===== config.mk =====
export PLATFORM = sky130hd
export DESIGN_NAME = edge_event_arbiter
export DESIGN_NICKNAME = d
export VERILOG_FILES = /design/src/rtl/edge_event_arbiter.sv
export SDC_FILE = /design/constraint.sdc
export NUM_CORES = 1
export LEC_CHECK = 0
export BUFFER_PORTS_ARGS = -buffer_cell sky130_fd_sc_hd__buf_2
export CAP_MARGIN = 10
export CORE_MARGIN = 2
export CORE_UTILIZATION = 51
export CTS_CLUSTER_SIZE = 8
export DETAILED_ROUTE_END_ITERATION = 8
export HOLD_SLACK_MARGIN = 0.06
export PLACE_DENSITY_LB_ADDON = 0.08
export SYNTH_ARGS = -nofsm -noshare
export SYNTH_HDL_FRONTEND = slang
export SYNTH_SLANG_ARGS = --single-unit

===== constraint.sdc =====
create_clock -name clk -period 7.6 [get_ports clk]
set_clock_uncertainty 0.15 [all_clocks]
set_input_delay 0.76 -clock clk [delete_from_list [all_inputs] [get_ports clk]]
set_output_delay 0.76 -clock clk [all_outputs]
set_load 0.01 [all_outputs]

===== src/rtl/edge_event_arbiter.sv =====
// rtl/edge_event_arbiter.sv - per-channel edge capture with round-robin event serialiser
module edge_event_arbiter #(
    parameter int N_CH = 4,
    parameter int CH_W = (N_CH > 1) ? $clog2(N_CH) : 1
) (
    input  logic            clk,
    input  logic            reset,
    input  logic [N_CH-1:0] a_i,
    input  logic [N_CH-1:0] rise_en_i,
    input  logic [N_CH-1:0] fall_en_i,
    output logic            evt_valid_o,
    input  logic            evt_ready_i,
    output logic [CH_W-1:0] evt_ch_o,
    output logic            evt_rise_o,
    output logic [N_CH-1:0] ovf_o,
    input  logic [N_CH-1:0] ovf_clr_i,
    output logic            busy_o
);
    localparam int NS = 2 * N_CH;
    localparam int SW = $clog2(NS);
    localparam logic [SW:0] NS_W = (SW + 1)'(NS);

    logic [N_CH-1:0]   a_f_q, a_f_d;
    logic [N_CH-1:0]   ovf_q, ovf_d, ovf_set;
    logic [NS-1:0]     pend_q, pend_d, det, grant;
    logic [SW-1:0]     rr_q, rr_d, win, off;
    logic [SW:0]       sum, rr_nxt;
    logic [2*NS-1:0]   pend_dbl;
    logic [NS-1:0]     rot;
    logic              found, load;
    logic              valid_q, valid_d, rise_q, rise_d;
    logic [CH_W-1:0]   ch_q, ch_d;

    // Source 2*i is channel i rising, 2*i+1 is channel i falling.
    always_comb begin
        det = '0;
        for (int i = 0; i < N_CH; i++) begin
            det[2*i]   = a_i[i] & ~a_f_q[i] & rise_en_i[i];
            det[2*i+1] = ~a_i[i] & a_f_q[i] & fall_en_i[i];
        end
    end

    // Rotate pending bits so rr_q sits at bit 0; the lowest set bit is the winner's offset.
    always_comb begin
        pend_dbl = {pend_q, pend_q} >> rr_q;
        rot      = pend_dbl[NS-1:0];
        found    = |rot;
        off      = '0;
        for (int k = NS - 1; k >= 0; k--) begin
            if (rot[k]) begin
                off = SW'(k);
            end
        end
        sum = {1'b0, rr_q} + {1'b0, off};
        if (sum >= NS_W) begin
            sum = sum - NS_W;
        end
        win    = sum[SW-1:0];
        rr_nxt = {1'b0, win} + 1'b1;
        if (rr_nxt == NS_W) begin
            rr_nxt = '0;
        end
    end

    always_comb begin
        load    = ~valid_q | evt_ready_i;
        grant   = '0;
        valid_d = valid_q;
        ch_d    = ch_q;
        rise_d  = rise_q;
        rr_d    = rr_q;
        if (load) begin
            valid_d = found;
            if (found) begin
                grant[win] = 1'b1;
                ch_d       = CH_W'(win >> 1);
                rise_d     = ~win[0];
                rr_d       = rr_nxt[SW-1:0];
            end
        end
        // A source being loaded this cycle can take a fresh detection without loss.
        pend_d  = det | (pend_q & ~grant);
        ovf_set = '0;
        for (int i = 0; i < N_CH; i++) begin
            ovf_set[i] = (det[2*i]   & pend_q[2*i]   & ~grant[2*i]) |
                         (det[2*i+1] & pend_q[2*i+1] & ~grant[2*i+1]);
        end
        ovf_d = (ovf_q & ~ovf_clr_i) | ovf_set;
        a_f_d = a_i;
    end

    always_ff @(posedge clk or posedge reset) begin
        if (reset) begin
            a_f_q   <= '0;
            pend_q  <= '0;
            ovf_q   <= '0;
            valid_q <= 1'b0;
            ch_q    <= '0;
            rise_q  <= 1'b0;
            rr_q    <= '0;
        end else begin
            a_f_q   <= a_f_d;
            pend_q  <= pend_d;
            ovf_q   <= ovf_d;
            valid_q <= valid_d;
            ch_q    <= ch_d;
            rise_q  <= rise_d;
            rr_q    <= rr_d;
        end
    end

    assign evt_valid_o = valid_q;
    assign evt_ch_o    = ch_q;
    assign evt_rise_o  = rise_q;
    assign ovf_o       = ovf_q;
    assign busy_o      = (|pend_q) | valid_q;

endmodule

==> impl_metrics.csv <==
group,metric,value,unit
outcome,status,"complete, no violations",
routing,drc,0,
clocking,numCtsBuffers,3,
worst_hold_path,hp-class,"reg2reg",
synth,synth_mux_area_share,7.89,%
synth,synthDistinctLibCells,50,
setup_path,critical_path.max_fanout,23,
routing,drt-total-wl,3780,um
sta,rsz0062_at_grt,"no",
routing,drt_iter0_drc,68,
sta,finalCritPeriodShare,54.0,%
floorplan,dieArea,3670,um2
sta,finalHoldViolations,0,
layout,drive_gt1_share,18.2,%
synth,synthArstFlopShare,100,%
routing,vias,1477,
place,io_buffers,27,
setup_path,arrival,4.16,ns
setup_path,critPathCaptureType,"flip-flop",
job,cap_violations,0,
layout,area_delta_synth_final,9.19,%
clocking,clock-sinks,23,
global_route,overflow,0,
floorplan,die_w,60.6,um
floorplan,core,3050,um2
global_route,grt_max_degree,24,
setup_path,critPathSlowestCell,"dfrtp_1",
place,gp_congestion,0.847,
synth,synth.most_common_cell,"dfrtp_1",
floorplan,rows,20,
setup_path,crit_path_max_incr_delay,0.84,ns
synth,synth_fp_nets,211,
synth,synth_top_area_share,35.2,%
global_route,grt_pass1_wl,6240,um
global_route,grt_pass1_vias,1428,
global_route,grtUsageTotal,22.5,%
setup_path,crit_path_frequent_cell,"o21ai_0",
routing,ant_nets,0,
floorplan,io_pins,28,
synth,synthAdderAreaFrac,2.76,%
power_and_ir_drop,total_power,885,uW
setup_path,critical_path.startpoint_type,"flip-flop",
setup_path,crit_type,"reg2reg",
clocking,clkTransAtPathRegs,0.12,ns
setup_path,worstPathCellList,"mux4_2 > o21ai_0 > a221oi_1 > nor2_1 > a211oi_1 > o21ai_0 > ha_1 > fa_1 > nor3b_1 > o22ai_1 > or3_1 > a2bb2oi_1",
synth,synth_compound_gate_area_share,23.1,%
clocking,htree_num_levels,1,
synth,ys_warn_count,0,
routing,vias_per_cell,5.84,
sta,slew_viol_final,0,
synth,ys_ff_latch,23,
sta,timing.fmax,244,MHz
synth,synth-simple-area-share,24.0,%
synth,synth-edff-count,0,
synth,seq_area_frac_synth,35.2,%
setup_path,required,7.65,ns
synth,synth_area,1630,um2
sta,tightest_slew,0.869,ns
sta,tns,0,ns
power_and_ir_drop,leakage,0.768,nW
clocking,cts_setup_buffers,0,
floorplan,start_util,53.5,%
clocking,ctsHoldBuffers,0,
layout,fillerInstances,302,
floorplan,fp.dieH,60.6,um
layout,finalInstanceArea,1780,um2
synth,synth_top_family_by_area,"simple AND/OR/NAND/NOR gates",
clocking,clock_path_buffers,2,
place,dp_hpwl,2920,um
clocking,cts_resized,0,
clocking,clockRootBuffer,"clkbuf_4",
global_route,antenna_found_initial,0,
routing,wire_per_inst,14.9,um
power_and_ir_drop,vdd_drop_max,0.000222,V
layout,num-nets-final,232,
synth,synth-xor-area-share,1.61,%
sta,setup_viol,0,
power_and_ir_drop,cellPowerDensity,496,nW/um2
place,postPlaceCellArea,1760,um2
synth,syn_avg_cell_area,8.65,um2
clocking,cts_tree,"built",
sta,slew-limit-headroom,42.0,%
synth,synth_common_cells,"dfrtp_1 (23), nand2_1 (22), nor2_1 (17), a21oi_1 (11), o21ai_0 (11)",
routing,dr.pass1.iters,5,
synth,synth_top_area_cell,"dfrtp_1",
clocking,clk_latency,0.30,ns
layout,n_antenna_cell,0,
synth,synth_top_flop_cell,"dfrtp_1",
sta,finalCriticalPeriod,4.10,ns
synth,netlist_instances,189,
synth,synth.area.top_cells,"dfrtp_1 (35%), nand2_1 (5.1%), a21o_1 (4.6%)",
==> state kept, by name, summed over array words and instances, names as in the netlist <==
signal	count
evt_rise_o	1
rr_q	3
ovf_o	4
pend_q	8
a_f_q	4
evt_ch_o	2
evt_valid_o	1
==> worst max-delay path, delay by kind of cell, from the launching register on <==
family	cells	cell delay, ns
adders and majority gates	2	0.82
DFF	1	0.84
muxes	1	0.36
and+or+nand+nor	3	0.79
AOI/OAI and AO/OA	6	1.03
==> layout make-up <==
| type | instances | area (um2) | area share [%] |
|---|---|---|---|
| multi-input cells | 149 | 970 | 54.3 |
| inverters | 6 | 22.5 | 1.26 |
| well taps | 44 | 55.1 | 3.09 |
| repair buffers | 27 | 135 | 7.57 |
| flip-flops and latches | 23 | 576 | 32.3 |
| clock buffers | 4 | 26.3 | 1.47 |
==> worst paths after layout <==
path,start,endpoint,slack [ns],cells after the start
worst min-delay path,evt_ch_o[1]$_DFFE_PP0P_,evt_ch_o[1]$_DFFE_PP0P_,0.35,2
worst max register to register,rr_q[1]$_DFFE_PP0P_,ovf_o[3]$_DFF_PP0_,3.50,12
min in group asynchronous,reset,a_f_q[3]$_DFF_PP0_,0.46,2
worst min register to register,evt_ch_o[1]$_DFFE_PP0P_,evt_ch_o[1]$_DFFE_PP0P_,0.35,2
worst max-delay path,rr_q[1]$_DFFE_PP0P_,ovf_o[3]$_DFF_PP0_,3.50,12
max in group asynchronous,reset,a_f_q[0]$_DFF_PP0_,6.30,2
==> layer usage <==
| metal | vias to the layer above | share of wire (%) | global-route usage, % |
|---|---|---|---|
| met5 | - | 0 | 0 |
| met4 | 0 | 0.40 | 5.90 |
| met3 | 2 | 4.6 | 2.77 |
| met2 | 41 | 50 | 38.2 |
| met1 | 700 | 45 | 30.6 |
| li1 | 734 | - | - |
==> report_power, final <==
group | total (mW) | internal (mW) | switching, mW | leakage (nW)
logic | 0.560 | 0.258 | 0.302 | 0.488
clock network | 0.0554 | 0.0204 | 0.0350 | 0.0150
registers | 0.269 | 0.171 | 0.0979 | 0.265
total | 0.885 | 0.450 | 0.435 | 0.768
==> placed cells by master (no fill, tap or decap), types with 2 or more instances in the layout <==
cell / count
nand4_1: 4
o21ai_1: 2
o22a_1: 4
nand3_1: 7
or3_1: 3
nand2_1: 22
o22ai_1: 4
and3b_1: 3
clkbuf_4: 3
dfrtp_1: 23
o21ai_0: 11
o2111ai_1: 2
nand2b_1: 2
nand4b_1: 2
buf_2: 27
xor2_1: 2
mux2i_1: 5
nor3_1: 3
nor3b_1: 2
mux4_2: 2
mux2_2: 3
nor2b_1: 3
a211oi_1: 4
nor2_1: 17
a21o_1: 10
ha_1: 2
inv_1: 6
a21oi_1: 11
==> cell families (layout without fill, tap and decap cells) <==
logic type	after synthesis	in the layout
compound gates	57	57
xor+xnor	3	3
fa+ha+maj	3	3
buf+inv	17	37
flops	23	23
mux	10	10
simple gates	76	76
==> through the flow <==
step	std cells	setup slack, ns	hold slack [ns]	utilization (%)
after floorplan	189	3.96	0.366	-
after global placement	249	3.66	0.313	57.6
after detailed placement	249	3.56	0.330	57.6
after CTS	253	3.51	0.361	58.4
after global routing	253	3.16	0.383	58.4
final	253	3.50	0.353	58.4
Note: power is estimated with default switching activity, not from simulation.
